File: config.mk
export PLATFORM = sky130hd
export DESIGN_NAME = seg7_bcd_display
export DESIGN_NICKNAME = d
export VERILOG_FILES = /design/src/rtl/seg7_bcd_display_pkg.sv /design/src/rtl/seg7_bcd_display_decode.sv /design/src/rtl/seg7_bcd_display.sv
export SDC_FILE = /design/constraint.sdc
export NUM_CORES = 1
export LEC_CHECK = 0
export ABC_AREA = 1
export BUFFER_PORTS_ARGS = -buffer_cell sky130_fd_sc_hd__buf_2
export CORE_MARGIN = 10
export CORE_UTILIZATION = 40
export DETAILED_ROUTE_END_ITERATION = 12
export SYNTH_ARGS = -nofsm -noshare
export SYNTH_HDL_FRONTEND = slang
export SYNTH_SLANG_ARGS = --single-unit
export TNS_END_PERCENT = 10
File: constraint.sdc
create_clock -name clk -period 3.25 [get_ports clk]
set_clock_uncertainty 0.1 [all_clocks]
set_input_delay 0.1625 -clock clk [delete_from_list [all_inputs] [get_ports clk]]
set_output_delay 0.1625 -clock clk [all_outputs]
set_load 0.005 [all_outputs]
File: src/rtl/seg7_bcd_display_pkg.sv
// Shared types and constants for the BCD converter and the multiplexed
// 7-segment scanner.
package seg7_bcd_display_pkg;

  typedef enum logic [1:0] {
    IDLE  = 2'd0,
    SHIFT = 2'd1,
    DONE  = 2'd2
  } state_t;

  // Active-low patterns, bit order g,f,e,d,c,b,a.
  localparam logic [6:0] SEG_0     = 7'b1000000;
  localparam logic [6:0] SEG_1     = 7'b1111001;
  localparam logic [6:0] SEG_2     = 7'b0100100;
  localparam logic [6:0] SEG_3     = 7'b0110000;
  localparam logic [6:0] SEG_4     = 7'b0011001;
  localparam logic [6:0] SEG_5     = 7'b0010010;
  localparam logic [6:0] SEG_6     = 7'b0000010;
  localparam logic [6:0] SEG_7     = 7'b1111000;
  localparam logic [6:0] SEG_8     = 7'b0000000;
  localparam logic [6:0] SEG_9     = 7'b0010000;
  localparam logic [6:0] SEG_BLANK = 7'h7F;

  // One double-dabble iteration on {hundreds, tens, ones, binary}:
  // add 3 to every BCD nibble >= 5, then shift the whole vector left.
  function automatic logic [19:0] dabble_step(input logic [19:0] sr);
    logic [19:0] t;
    t = sr;
    for (int i = 0; i < 3; i++) begin
      if (t[8+4*i +: 4] >= 4'd5) t[8+4*i +: 4] = t[8+4*i +: 4] + 4'd3;
    end
    return {t[18:0], 1'b0};
  endfunction

endpackage

File: src/rtl/seg7_bcd_display_decode.sv
// Combinational BCD digit to active-low 7-segment decoder with blanking.
module seg7_decode
  import seg7_bcd_display_pkg::*;
(
  input  logic [3:0] digit,
  input  logic       blank,
  output logic [6:0] seg
);

  always_comb begin
    seg = SEG_BLANK;
    if (!blank) begin
      case (digit)
        4'd0:    seg = SEG_0;
        4'd1:    seg = SEG_1;
        4'd2:    seg = SEG_2;
        4'd3:    seg = SEG_3;
        4'd4:    seg = SEG_4;
        4'd5:    seg = SEG_5;
        4'd6:    seg = SEG_6;
        4'd7:    seg = SEG_7;
        4'd8:    seg = SEG_8;
        4'd9:    seg = SEG_9;
        default: seg = SEG_BLANK;
      endcase
    end
  end

endmodule

File: src/rtl/seg7_bcd_display.sv
// 8-bit binary to 3-digit BCD converter (sequential double-dabble) driving a
// time-multiplexed, leading-zero-blanked 7-segment display.
module seg7_bcd_display
  import seg7_bcd_display_pkg::*;
#(
  parameter int SCAN_DIV = 50000
) (
  input  logic        clk,
  input  logic        rst,
  input  logic [7:0]  din,
  output logic [11:0] bcd,
  output logic        busy,
  output logic [6:0]  seg,
  output logic [3:0]  an
);

  localparam int PW = $clog2(SCAN_DIV);
  localparam logic [PW-1:0] PRESC_TC = PW'(SCAN_DIV - 1);

  state_t      state, state_next;
  logic [19:0] sr;
  logic [2:0]  iter;
  logic [7:0]  cap;
  logic [7:0]  last;
  logic        valid;
  logic        start, step, finish;

  // NOTE: sequential state uses non-blocking assignments so every register
  // samples pre-edge values, independent of statement order.
  always_ff @(posedge clk) begin
    if (!rst) state <= IDLE;
    else      state <= state_next;
  end

  // NOTE: every output of this block gets a default first, so no path can
  // leave a variable unassigned and infer a latch.
  always_comb begin
    state_next = state;
    start      = 1'b0;
    step       = 1'b0;
    finish     = 1'b0;
    case (state)
      IDLE: begin
        if (!valid || din != last) begin
          start      = 1'b1;
          state_next = SHIFT;
        end
      end
      SHIFT: begin
        step = 1'b1;
        if (iter == 3'd7) state_next = DONE;
      end
      DONE: begin
        finish     = 1'b1;
        state_next = IDLE;
      end
      default: state_next = IDLE;
    endcase
  end

  always_ff @(posedge clk) begin
    if (!rst) begin
      sr    <= '0;
      iter  <= '0;
      cap   <= '0;
      last  <= '0;
      valid <= 1'b0;
      bcd   <= '0;
      busy  <= 1'b0;
    end else begin
      busy <= (state_next != IDLE);
      if (start) begin
        sr   <= {12'd0, din};
        cap  <= din;
        iter <= '0;
      end else if (step) begin
        sr   <= dabble_step(sr);
        iter <= iter + 3'd1;
      end
      // bcd and last move together so the display never sees a half result.
      if (finish) begin
        bcd   <= sr[19:8];
        last  <= cap;
        valid <= 1'b1;
      end
    end
  end

  // Display scan: seg and an are both computed from the next digit index
  // and registered on the same edge.
  logic [PW-1:0] presc;
  logic [1:0]    idx, idx_next;
  logic [3:0]    an_next;
  logic [3:0]    digit;
  logic          blank;
  logic [6:0]    seg_dec;

  always_comb begin
    idx_next = idx;
    if (presc == PRESC_TC) idx_next = (idx == 2'd2) ? 2'd0 : idx + 2'd1;
    an_next = 4'b1110;
    digit   = bcd[3:0];
    blank   = 1'b0;
    case (idx_next)
      2'd1: begin
        an_next = 4'b1101;
        digit   = bcd[7:4];
        blank   = (bcd[11:8] == 4'd0) && (bcd[7:4] == 4'd0);
      end
      2'd2: begin
        an_next = 4'b1011;
        digit   = bcd[11:8];
        blank   = (bcd[11:8] == 4'd0);
      end
      default: ;
    endcase
  end

  seg7_decode u_decode (
    .digit (digit),
    .blank (blank),
    .seg   (seg_dec)
  );

  always_ff @(posedge clk) begin
    if (!rst) begin
      presc <= '0;
      idx   <= 2'd0;
      an    <= 4'b1110;
      seg   <= SEG_0;
    end else begin
      presc <= (presc == PRESC_TC) ? '0 : presc + PW'(1);
      idx   <= idx_next;
      an    <= an_next;
      seg   <= seg_dec;
    end
  end

endmodule

Word level (Yosys, flattened, before mapping)
Memory sizes are Yosys's and may differ from the RTL's.
Index checks and enable logic that the tools add are counted.
{"block": "word_totals", "reg_bits": 84, "latchBits": 0, "ramBits": 0, "mem_bits_ro": 112, "inputBits": 10, "output_inout_bits": 24, "wordCells": 62, "mem_count": 1}
{"memory": "(name not given)", "depth": 16, "word_bits": 7, "read_ports": 1, "rd_clocked_by_memory_dff": 0, "write_ports": 0, "line": "seg7_bcd_display_decode.sv:13", "rtl": "case (digit)"}
{"block": "classes", "n_addsub": 6, "n_mul": 0, "div_mod_pow": 0, "order_cmp": 3, "n_eq_ne": 8, "n_shift": 0, "muxes": 18, "bitwise_logic": 1, "n_reduce_logical": 11}
{"operator": "adder 16 x 1 -> 16 bit, second input constant", "n": 1}
{"operator": "== test 16 bit, second input constant", "n": 1}
{"operator": "2-to-1 mux 8 bit", "n": 2}
{"operator": ">= comparator 4 x 3 -> 1 bit, second input constant", "n": 3}
{"operator": "adder 4 x 2 -> 4 bit, second input constant", "n": 2}
{"operator": "logical NOT 4 bit", "n": 2}
{"operator": "2-to-1 mux 2 bit", "n": 4}
{"operator": "2-to-1 mux 4 bit", "n": 2}
{"operator": "inequality test 8 bit", "n": 1}
{"operator": "one-hot mux 4 bit (2 select lines)", "n": 1}
{"operator": "== test 2 bit, second input constant", "n": 3}
{"operator": "2-to-1 mux 6 bit", "n": 1}
{"operator": "one-hot mux 3 bit (2 select lines)", "n": 1}
{"operator": "OR reduction 2 bit", "n": 3}
{"operator": "== test 2 x 1 -> 1 bit, second input constant", "n": 2}
{"operator": "2-to-1 mux 1 bit", "n": 4}
{"operator": "one-hot mux 2 bit (2 select lines)", "n": 1}
{"operator": "nonzero test 2 bit", "n": 2}
{"operator": "adder 3 x 1 -> 3 bit, second input constant", "n": 1}
{"operator": "adder 3 x 2 -> 3 bit, second input constant", "n": 1}
{"operator": "== test 3 bit, second input constant", "n": 1}
{"operator": "2-to-1 mux 3 bit", "n": 1}
{"operator": "adder 2 x 1 -> 2 bit, second input constant", "n": 1}
{"operator": "logical NOT 2 bit", "n": 1}
{"operator": "other kinds (5)", "n": 5}

Depth between registers and ports, before layout
Gate-level depths: netlist of the first run.
An unclocked memory read counts as a cell.
{"block": "logic_depth", "word_depth": 7, "ltp_mapped": 19, "depth_no_buf": 19}

Hierarchy
A second synthesis of the first run with hierarchy kept.
{"block": "hier_totals", "cells_unflattened": 558, "area_unflattened_um2": 4056.4}
{"mod": "seg7_bcd_display", "instances": 1, "cells_each": 521, "area_per_inst_um2": 3847.4, "seq_area_each_um2": 1661.6}
{"mod": "seg7_decode", "instances": 1, "cells_each": 37, "area_per_inst_um2": 209.0, "seq_area_each_um2": 0.0}

Worst setup path after synthesis of the first run
No wires, ideal clock.
{"block": "synth_path", "path_kind": "flip-flop to flip-flop", "startpoint": "register presc[0]", "endpoint": "register seg[0]", "setup_ps": 128, "arrival_time_ps": 2774, "required_ps": 3022, "path_slack_ps": 248, "stages_incl_launch_ff": 19, "path_buffers": 0, "period_less_slack_ps": 3002, "path_cell_list": "dfxtp_1 -> ha_1 -> nand2_1 -> inv_2 -> nand2_1 -> nor4_2 -> nand2_1 -> o21ai_2 -> inv_1 -> ha_1 -> inv_2 -> or2_2 -> o21ai_0 -> inv_1 -> ha_1 -> o21ai_1 -> nor2_1 -> nor2_1 -> nor2_1"}
{"block": "synth_between", "elab_chain_len": 6, "elab_cells_between_ends": 8, "classes_between": "eq/ne: 3; mux: 4; memory: 1"}
{"element": "start: declaration", "line": "seg7_bcd_display.sv:91", "rtl": "logic [PW-1:0] presc;"}
{"element": "start signal: assignment", "line": "seg7_bcd_display.sv:132", "rtl": "presc <= (presc == PRESC_TC) ? '0 : presc + PW'(1);"}
{"element": "== test 16 bit (*)", "line": "seg7_bcd_display.sv:100", "rtl": "if (presc == PRESC_TC) idx_next = (idx == 2'd2) ? 2'd0 : idx + 2'd1;"}
{"element": "2-to-1 mux 2 bit (*)", "line": "seg7_bcd_display.sv:100"}
{"element": "named net idx_next[1]", "line": "seg7_bcd_display.sv:92", "rtl": "logic [1:0] idx, idx_next;"}
{"element": "== test 2 bit / == test 2 x 1 -> 1 bit (equally long branches)", "line": "seg7_bcd_display.sv:104", "rtl": "case (idx_next)"}
{"element": "one-hot mux 4 bit (2 select lines)", "line": "seg7_bcd_display.sv:104"}
{"element": "memory read (16 x 7 bit)"}
{"element": "2-to-1 mux 6 bit (*)", "line": "seg7_bcd_display_decode.sv:12", "rtl": "if (!blank) begin"}
{"element": "end signal: assignment", "line": "seg7_bcd_display.sv:135", "rtl": "seg <= seg_dec;"}
{"element": "end: declaration", "line": "seg7_bcd_display.sv:13", "rtl": "output logic [6:0] seg,"}
The timed path passes the listed nets; every way through them passes the cells marked *.
A chain may end at the register's enable or synchronous reset.

Worst setup path in the final report of the first run
Same ends and word-level chain as after synthesis.

==> results.sh, run 1 <==
export IMPL_outcome="complete, no violations"
export IMPL_drtAntennaViolNets=0
export IMPL_num_io_pins=34
export IMPL_layout_min_cycle_time_ns=3.032
export IMPL_cp_start_kind="flip-flop"
export IMPL_antenna_found_initial=0
export IMPL_cp_arrival_ns=3.16
export IMPL_synth_distinct_cells=37
export IMPL_place_area_um2=4114
export IMPL_grt_max_degree=38
export IMPL_synth_edff_count=0
export IMPL_vias=3239
export IMPL_drt_total_wl_um=8220
export IMPL_holdWs_ns=0.03048
export IMPL_async_flop_share=0
export IMPL_hpwl_um=5916
export IMPL_cp_data_required_time_ns=3.37
export IMPL_power_density_nw_per_um2=434.0
export IMPL_synthToLayoutAreaGrowth_pct=15.96
export IMPL_end_kind="flip-flop"
export IMPL_hold_violations=0
export IMPL_dp_cells=655
export IMPL_die_w_um=117.5
export IMPL_initial_utilization=0.4115
export IMPL_setup_viol=0
export IMPL_die_h_um=117.5
export IMPL_period_share=0.9329
export IMPL_numCtsBuffers=9
export IMPL_cpPeakStageDelay_ns=0.33
export IMPL_tightest_slew_ns=0.7249
export IMPL_grt_total_usage=0.1175
export IMPL_p_leak_nw=1.931
export IMPL_drtPass1Iterations=4
export IMPL_max_clock_freq_mhz=329.8
export IMPL_rows=35
export IMPL_ys_seq_area_frac=0.4370
export IMPL_ys_flop_type="dfxtp_1"
export IMPL_syn_avg_cell_area_um2=7.590
export IMPL_setup_slack_ns=0.2181
export IMPL_final_area_um2=4409
export IMPL_final_cells=674
export IMPL_nets=566
export IMPL_drtIter0Drc=173
export IMPL_antenna_cells=0
export IMPL_clk_pin_slew_ns=0.08
export IMPL_slew_violations=0
export IMPL_synth_cells=501
export IMPL_maxCapViolCount=0
export IMPL_synth_fp_nets=527
export IMPL_dieArea_um2=13810
export IMPL_path_class="flip-flop to flip-flop"
export IMPL_clock_latency_ns=0.35
export IMPL_cp_cell_sequence="ha_1 -> nand2_1 -> inv_2 -> nand2_2 -> nor4_4 -> nand2_2 -> o21ai_4 -> inv_2 -> ha_4 -> inv_2 -> or2_2 -> o21ai_2 -> inv_1 -> ha_1 -> o21ai_1 -> nor2_1 -> nor2_1 -> nor2_1"
export IMPL_cts_max_level=3
export IMPL_cp_slowest_cell="dfxtp_2"
export IMPL_viasPerCell=4.806
export IMPL_synthTopCellsByArea="dfxtp_1, nand2_1, a21oi_1, inv_1, nor2_1"
export IMPL_ys_warn_count=0
export IMPL_grt_pass1_wl_um=14020
export IMPL_critPathMaxFanout=4
export IMPL_root_buffer="clkbuf_8"
export IMPL_relSlewSlack=0.5162
export IMPL_first_global_vias=3005
export IMPL_wire_per_inst_um=12.20
export IMPL_drive_gt1_frac=0.1908
export IMPL_cts_hold_buf=0
export IMPL_place_ws_ns=0.08655
export IMPL_grt_overflow=0
export IMPL_yosys_area_top_type="dfxtp_1"
export IMPL_ir_drop_mv=0.1605
export IMPL_drc_errors=0
export IMPL_yosysTopAreaCellShare=0.4370
export IMPL_tritoncts="done"
export IMPL_cts_max_path_buffers=2
export IMPL_port_buffers=32
export IMPL_core_area_um2=9240
export IMPL_syn_area_um2=3802
export IMPL_ys_ff_latch=83
export IMPL_cts_sinks=83
export IMPL_hold_path_class="input pin to flip-flop"
export IMPL_place_gp_congestion=0.8925
==> cell type report <==
type | count | area [um^2]
clock inverters | 5 | 61.31
repair buffers | 46 | 265.3
well taps | 129 | 161.4
flip-flops and latches | 83 | 1664
fillers | 932 | 4831
multi-input cells | 338 | 1873
inverters | 62 | 232.7
clock buffers | 11 | 151.4
==> Yosys cell counts, types with 2 or more instances <==
master    number
a21oi_1       47
a22o_1         2
a22oi_1        3
buf_2          2
buf_4          2
buf_6          2
clkbuf_1      11
dfxtp_1       83
ha_1          16
inv_1         54
inv_2          8
nand2_1       78
nand2_2        3
nand2_4        3
nand3_1       30
nand4_1       17
nor2_1        54
nor2_2         8
nor3_1         6
nor3b_1        2
nor4_2         2
o211ai_1       4
o21ai_0       36
o21ai_1        9
o21ai_2        2
or2_0          2
xor2_1         5
==> critical path, delay by kind of cell (launching register included) <==
family / cells / cell delay (ns)
AO/OA/AOI/OAI: 3 / 0.51
AND/OR/NAND/NOR: 8 / 1.02
adder cells (fa/ha/maj): 3 / 0.65
buffers and inverters: 4 / 0.28
flip-flops: 1 / 0.33
==> metal layers <==
| layer | track usage | wire length [um] | share of wire | vias to the layer above |
|---|---|---|---|---|
| met2 | 0.1881 | 3892 | 0.47 | 26 |
| met5 | 0 | 0 | 0 | - |
| li1 | - | - | - | 1718 |
| met1 | 0.1508 | 4051 | 0.49 | 1486 |
| met4 | 0.04791 | 107 | 0.013 | 0 |
| met3 | 0.02302 | 169 | 0.021 | 9 |
==> logic make-up after synthesis <==
logic type | count (synthesis) | synth area share
and+or+nand+nor | 209 | 0.2600
AOI/OAI and AO/OA | 106 | 0.1501
DFF | 83 | 0.4370
buffers and inverters | 80 | 0.08555
adders and majority gates | 16 | 0.05265
xor gates and xnor gates | 6 | 0.01382
other | 1 | 0.0009862
==> repair_timing <==
item                                    CTS  global route
endpoints found under the setup margin    0             7
gates resized for setup                   0            14
setup buffers                             0             3
==> sequential cells by signal (all words and copies together), names as in the netlist <==
register and cells:
last 8, presc 16, valid 1, seg 7, sr 20, bcd 12, iter 3, an 3
idx 2, cap 8, state 2, busy 1
==> final timing paths <==
kind                       startpoint             endpoint  slack [ns]  depth (start not counted)
hold reg to reg   cap[6]$_SDFFE_PN0P_  cap[6]$_SDFFE_PN0P_        0.36                          2
setup / recovery  presc[0]$_SDFF_PP0_    seg[0]$_SDFF_PN0_        0.22                         18
hold / removal                 din[5]  cap[5]$_SDFFE_PN0P_        0.03                          3
setup reg to reg  presc[0]$_SDFF_PP0_    seg[0]$_SDFF_PN0_        0.22                         18
==> cell usage in the layout, fill, tap and decap left out, types with 2 or more instances in the layout <==
cell	count
buf_4	14
nand2_1	74
o21ai_1	9
a21oi_1	47
o21ai_2	2
nor3_1	6
nor3b_1	2
nand3_1	30
dfxtp_1	81
clkbuf_8	11
nor2_2	9
nand4_1	17
inv_1	53
inv_2	9
a22o_1	2
or2_0	2
o211ai_1	4
a22oi_1	3
buf_2	32
xor2_1	5
ha_4	2
nand2_4	3
clkinv_4	3
o21ai_0	35
nand2_2	7
dfxtp_2	2
nor2_1	53
ha_1	14
==> power breakdown <==
group	switching, mW	internal [mW]
clock network	0.366	0.400
logic	0.0673	0.0306
registers	0.0114	1.04
==> stage by stage <==
stage	total power [mW]	utilization	setup TNS, ns
after floorplan	1.148	-	0
after global placement	1.170	0.4452	0
after detailed placement	1.171	0.4452	0
after CTS	1.940	0.4682	0
after global routing	1.996	0.4772	-0.03460
final	1.914	0.4772	0
Note: power is estimated with default switching activity, not from simulation.
==> run 2: changes to the inputs <==
Settings changed: BUFFER_PORTS_ARGS -buffer_cell sky130_fd_sc_hd__buf_2 to -buffer_cell sky130_fd_sc_hd__buf_4, CORE_UTILIZATION 40 to 41, PLACE_DENSITY from default to 0.67.
==> run 2 against run 1 <==
Final area is 0.34% higher. Via count grew 1.0%. Wire length is 0.38% higher. Clock-buffer cell count down 1. Sequential share of layout area decreased by 0.16 points. Critical path type unchanged.
==> results.sh, run 2 (synthesized netlist as in run 1, its figures left out) <==
export IMPL_grt_total_usage=0.1274
export IMPL_rr_worst_depth=19
export IMPL_p_int_mw=1.524
export IMPL_cp_cell_sequence="ha_1 -> nand2_1 -> inv_2 -> nand2_2 -> nor4_4 -> nand2_2 -> nand2_1 -> nand2_1 -> ha_1 -> buf_4 -> a21oi_1 -> o21ai_0 -> o21ai_2 -> inv_2 -> ha_1 -> nor2_2 -> nor2_1 -> nor2_1 -> nor2_1"
export IMPL_path_buf_inv=3
export IMPL_cp_arrival_ns=3.12
export IMPL_drtIter0Drc=231
export IMPL_pwr_share_clk=0.421
export IMPL_die_w_um=116.3
export IMPL_path_class="flip-flop to flip-flop"
export IMPL_register_area_um2=1663
export IMPL_critPathLaunch="presc[0]$_SDFF_PP0_"
export IMPL_hold_violations=0
export IMPL_r2r_start="presc[0]$_SDFF_PP0_"
export IMPL_drc_errors=0
export IMPL_power_density_nw_per_um2=448.5
export IMPL_clk_pin_slew_ns=0.09
export IMPL_initial_utilization=0.4154
export IMPL_p_leak_nw=1.910
export IMPL_drtAntennaViolNets=0
export IMPL_cp_start_kind="flip-flop"
export IMPL_tritoncts="done"
export IMPL_clock_latency_ns=0.35
export IMPL_fillers=902
export IMPL_cpPeakStageDelay_ns=0.34
export IMPL_critPathCapture="seg[3]$_SDFF_PN0_"
export IMPL_tightest_slew_ns=0.7317
export IMPL_final_cell_mix="dfxtp_1, nand2_1, nor2_1"
export IMPL_nets=561
export IMPL_swShare=0.2318
export IMPL_cp_data_required_time_ns=3.38
export IMPL_slew_violations=0
export IMPL_root_buffer="clkbuf_8"
export IMPL_cts_hold_buf=0
export IMPL_hold_path_class="input pin to flip-flop"
export IMPL_port_buffers=32
export IMPL_core_area_um2=9153
export IMPL_cts_sinks=83
export IMPL_power_switching_uw=459.9
export IMPL_max_clock_freq_mhz=334.1
export IMPL_drive_gt1_frac=0.1815
export IMPL_dieArea_um2=13530
export IMPL_p_seq_frac=0.529
export IMPL_rows=35
export IMPL_multiInputGateArea_um2=1856
export IMPL_final_common_cell="dfxtp_1"
export IMPL_die_h_um=116.3
export IMPL_final_area_um2=4424
export IMPL_hp_start="din[4]"
export IMPL_reg_top3="sr x20, presc x16, bcd x12"
export IMPL_grt_pass1_wl_um=14010
export IMPL_vias=3273
export IMPL_critPathTopFamily="simple AND/OR/NAND/NOR gates"
export IMPL_largest_reg_flops=20
export IMPL_drt_total_wl_um=8251
export IMPL_ff2ff_setup_slack_ns=0.26
export IMPL_synthToLayoutAreaGrowth_pct=16.35
export IMPL_regMostFlops="sr"
export IMPL_cts_max_path_buffers=2
export IMPL_ir_drop_mv=0.2743
export IMPL_period_share=0.9210
export IMPL_num_io_pins=34
export IMPL_maxCapViolCount=0
export IMPL_rr_endpoint="seg[3]$_SDFF_PN0_"
export IMPL_worstSetupPathDepth=19
export IMPL_relSlewSlack=0.5117
export IMPL_first_global_vias=3118
export IMPL_grt_overflow=0
export IMPL_antenna_cells=0
export IMPL_critPathMaxFanout=4
export IMPL_place_area_um2=4134
export IMPL_numCtsBuffers=9
export IMPL_place_gp_congestion=0.8860
export IMPL_hpwl_um=5864
export IMPL_wire_per_inst_um=12.67
export IMPL_viasPerCell=5.028
export IMPL_p_total_mw=1.984
export IMPL_outcome="complete, no violations"
export IMPL_comb_power_share=0.050
export IMPL_cp_slowest_cell="dfxtp_2"
export IMPL_setup_viol=0
export IMPL_cts_max_level=3
export IMPL_end_kind="flip-flop"
export IMPL_drtPass1Iterations=4
export IMPL_antenna_found_initial=0
export IMPL_grt_max_degree=55
export IMPL_layout_min_cycle_time_ns=2.993
run 2: changes by cell type in the layout (fill, tap and decap cells not counted), sizes merged:
cell | before | now
buf | 46 | 41
clkbuf | 11 | 10
bufinv | 1 | 2
clkinvlp | 0 | 2
clkinv | 4 | 2
run 2: worst min path at each step:
stage,endpoint,slack (ns),cells past startpoint
detailed placement,presc[0]$_SDFF_PP0_,0.35,1
global placement,presc[0]$_SDFF_PP0_,0.33,1
finish,cap[4]$_SDFFE_PN0P_,0.02,3
CTS,cap[4]$_SDFFE_PN0P_,0.006,3
floorplan,cap[0]$_SDFFE_PN0P_,0.23,2
global route,sr[4]$_SDFFE_PN0P_,0.04,3
run 2: metal layers:
| metal | global-route usage | part of all wire | vias up | wire (um) |
|---|---|---|---|---|
| met5 | 0 | 0 | - | 0 |
| met3 | 0.02876 | 0.033 | 10 | 276 |
| met4 | 0.05671 | 0.013 | 0 | 106 |
| li1 | - | - | 1714 | - |
| met2 | 0.2127 | 0.49 | 37 | 4008 |
| met1 | 0.1529 | 0.47 | 1512 | 3860 |
run 2: area by class of cell:
class                           instances  share of cell area
Timing Repair Buffer                   41             0.06957
Tap cell                              111             0.03139
Multi-Input combinational cell        338              0.4194
Clock buffer                           10             0.03111
Sequential cell                        83              0.3758
Clock inverter                          6             0.02008
Inverter                               62             0.05260
run 2: power groups by stage:
stage	combinational (mW)	clock, mW	sequential (mW)
after CTS	0.100	0.854	1.05
final	0.0993	0.835	1.05
after floorplan	0.0762	0	1.07
after global placement	0.0982	0	1.07
after global routing	0.113	0.899	1.05
after detailed placement	0.100	0	1.07
run 2: through the flow:
stage,hold slack (ns),instances,util,setup slack [ns],TNS [ns]
2_1_floorplan,0.2346,501,-,0.2478,0
3_3_place_gp,0.3299,632,0.4517,0.1689,0
3_5_place_dp,0.3468,632,0.4517,0.01919,0
4_1_cts,0.006127,648,0.4764,0.01469,0
5_1_grt,0.03842,651,0.4834,-0.009384,-0.009384
6_report,0.01713,651,0.4834,0.2566,0
run 2: timing repair:
action | 4_1_cts | 5_1_grt
setup endpoints to repair | 0 | 7
buffers inserted | 0 | 3
gates resized for setup | 0 | 12
run 2: worst reg2reg max path: stages (launching register included):
cell and delay, ns:
dfxtp_2 0.34, ha_1 0.17, nand2_1 0.07, inv_2 0.09
nand2_2 0.08, nor4_4 0.25, nand2_2 0.14, nand2_1 0.09
nand2_1 0.08, ha_1 0.25, buf_4 0.16, a21oi_1 0.14
o21ai_0 0.12, o21ai_2 0.12, inv_2 0.07, ha_1 0.30
nor2_2 0.13, nor2_1 0.05, nor2_1 0.08, nor2_1 0.05
==> run 3: changes to the inputs <==
Settings changed: CORE_MARGIN 10 to default, PLACE_DENSITY 0.67 to 0.65.
Clock period 3.25 ns to 3.75 ns, I/O delays scaled along.
==> run 3 against run 2 <==
Global-route usage up 4.4 points. The run now ends with DRC left. Critical path depth down 1. Hold slack better by 0.033 ns.
==> results.sh, run 3 (synthesized netlist as in run 1, its figures left out) <==
export IMPL_swShare=0.2476
export IMPL_grt_pass1_wl_um=13500
export IMPL_r2r_start="presc[0]$_SDFF_PP0_"
export IMPL_period_share=0.9041
export IMPL_grt_total_usage=0.1714
export IMPL_cp_data_required_time_ns=3.87
export IMPL_rr_endpoint="seg[3]$_SDFF_PN0_"
export IMPL_initial_utilization=0.4297
export IMPL_synthToLayoutAreaGrowth_pct=13.29
export IMPL_cts_max_level=3
export IMPL_drt_total_wl_um=7629
export IMPL_core_area_um2=8848
export IMPL_register_area_um2=1662
export IMPL_drtIter0Drc=149
export IMPL_final_common_cell="dfxtp_1"
export IMPL_port_buffers=32
export IMPL_viasPerCell=5.087
export IMPL_vias=3261
export IMPL_failed_checks="DRC"
export IMPL_first_global_vias=3088
export IMPL_wire_per_inst_um=11.90
export IMPL_rows=34
export IMPL_regMostFlops="sr"
export IMPL_largest_reg_flops=20
export IMPL_nets=554
export IMPL_die_h_um=98.30
export IMPL_hold_path_class="input pin to flip-flop"
export IMPL_layout_min_cycle_time_ns=3.390
export IMPL_rr_worst_depth=18
export IMPL_ir_drop_mv=0.1794
export IMPL_cts_resized=0
export IMPL_drive_gt1_frac=0.1520
export IMPL_hp_start="din[4]"
export IMPL_max_clock_freq_mhz=295.0
export IMPL_drtAntennaViolNets=0
export IMPL_holdPathEnd="cap[4]$_SDFFE_PN0P_"
export IMPL_cts_sinks=83
export IMPL_reg_top3="sr x20, presc x16, bcd x12"
export IMPL_comb_power_share=0.052
export IMPL_root_buffer="clkbuf_8"
export IMPL_postCtsSetupRepairBufs=0
export IMPL_clk_pin_slew_ns=0.09
export IMPL_relSlewSlack=0.5261
export IMPL_hold_violations=0
export IMPL_grt_overflow=0
export IMPL_maxCapViolCount=0
export IMPL_tightest_slew_ns=0.7100
export IMPL_pwr_share_clk=0.399
export IMPL_final_cell_mix="dfxtp_1, nand2_1, inv_1, nor2_1, a21oi_1"
export IMPL_hpwl_um=5371
export IMPL_cts_hold_buf=0
export IMPL_cp_start_kind="flip-flop"
export IMPL_critPathMaxFanout=7
export IMPL_num_io_pins=34
export IMPL_path_class="flip-flop to flip-flop"
export IMPL_power_switching_uw=410.2
export IMPL_slew_violations=0
export IMPL_die_w_um=98.30
export IMPL_p_int_mw=1.247
export IMPL_cts_max_path_buffers=2
export IMPL_outcome="complete, but fails checks"
export IMPL_dieArea_um2=9663
export IMPL_ff2ff_setup_slack_ns=0.36
export IMPL_end_kind="flip-flop"
export IMPL_p_seq_frac=0.549
export IMPL_holdWs_ns=0.05051
export IMPL_grt_setup_unrepaired="no"
export IMPL_drc_errors=3
export IMPL_clock_latency_ns=0.35
export IMPL_tritoncts="done"
export IMPL_p_leak_nw=1.872
export IMPL_fillers=887
export IMPL_cp_arrival_ns=3.51
export IMPL_antenna_cells=0
export IMPL_grt_max_degree=55
export IMPL_antenna_found_initial=0
export IMPL_place_gp_congestion=0.8229
export IMPL_drtPass1Iterations=10
export IMPL_setup_viol=0
export IMPL_tns_ns=0
export IMPL_multiInputGateArea_um2=1815
export IMPL_numCtsBuffers=9
export IMPL_min_path_cells=3
export IMPL_power_density_nw_per_um2=384.6
-- run 3: cell count changes in the layout (fill, tap and decap cells not counted), moves of 2 or more --
cell / previous run / this run
buf_4: 41 / 34
o21ai_2: 5 / 2
inv_1: 52 / 54
inv_2: 10 / 8
inv_6: 0 / 2
nand2_1: 76 / 78
nand2_2: 5 / 3
o21ai_1: 7 / 9
-- run 3: power groups by stage --
| stage | Clock [mW] | Sequential, mW | Combinational [mW] |
|---|---|---|---|
| 6_report | 0.661 | 0.910 | 0.0859 |
| 5_1_grt | 0.721 | 0.913 | 0.0982 |
| 4_1_cts | 0.677 | 0.910 | 0.0871 |
| 3_5_place_dp | 0 | 0.931 | 0.0868 |
| 3_3_place_gp | 0 | 0.930 | 0.0854 |
| 2_1_floorplan | 0 | 0.929 | 0.0660 |
-- run 3: final cells by class --
| cell class | count | share of cell area |
|---|---|---|
| multi-input cells | 338 | 0.4214 |
| flip-flops and latches | 83 | 0.3857 |
| repair buffers | 34 | 0.05925 |
| inverters | 62 | 0.05402 |
| well taps | 108 | 0.03137 |
| clock buffers | 9 | 0.02875 |
| clock inverters | 7 | 0.01946 |
-- run 3: critical path: stages (launching register included) --
cell	delay (ns)
dfxtp_1	0.36
ha_1	0.17
nand2_1	0.06
inv_2	0.08
nand2_1	0.09
nor4_2	0.21
nand2_1	0.21
o21ai_2	0.21
inv_1	0.06
ha_1	0.40
inv_2	0.09
or2_2	0.27
o21ai_0	0.23
inv_1	0.14
ha_1	0.23
o21ai_1	0.16
nor2_1	0.06
nor2_1	0.08
nor2_1	0.05
-- run 3: how the worst max path moves through the flow --
| stage | start | to | slack, ns | cells past startpoint |
|---|---|---|---|---|
| finish | presc[0]$_SDFF_PP0_ | seg[3]$_SDFF_PN0_ | 0.36 | 18 |
| global placement | presc[0]$_SDFF_PP0_ | seg[3]$_SDFF_PN0_ | 0.54 | 18 |
| floorplan | presc[0]$_SDFF_PP0_ | seg[0]$_SDFF_PN0_ | 0.75 | 18 |
| detailed placement | presc[0]$_SDFF_PP0_ | seg[3]$_SDFF_PN0_ | 0.41 | 18 |
| CTS | presc[0]$_SDFF_PP0_ | seg[3]$_SDFF_PN0_ | 0.38 | 18 |
| global route | presc[0]$_SDFF_PP0_ | seg[3]$_SDFF_PN0_ | 0.02 | 18 |
-- run 3: per-layer routing --
metal  part of all wire  wire length (um)  GRT usage
met2               0.49              3702     0.2990
met1               0.47              3561     0.2041
met4             0.0085                65    0.05052
met5                  0                 0          0
met3              0.039               299    0.04939
-- run 3: through the flow --
| stage | std cells | setup WS [ns] | power, mW | utilization | cell area [um^2] |
|---|---|---|---|---|---|
| floorplan | 501 | 0.7478 | 0.9946 | - | 3802 |
| global placement | 625 | 0.5368 | 1.015 | 0.4634 | 4100 |
| detailed placement | 625 | 0.4107 | 1.017 | 0.4634 | 4100 |
| CTS | 641 | 0.3838 | 1.674 | 0.4869 | 4308 |
| global route | 641 | 0.01639 | 1.732 | 0.4869 | 4308 |
| finish | 641 | 0.3598 | 1.657 | 0.4869 | 4308 |
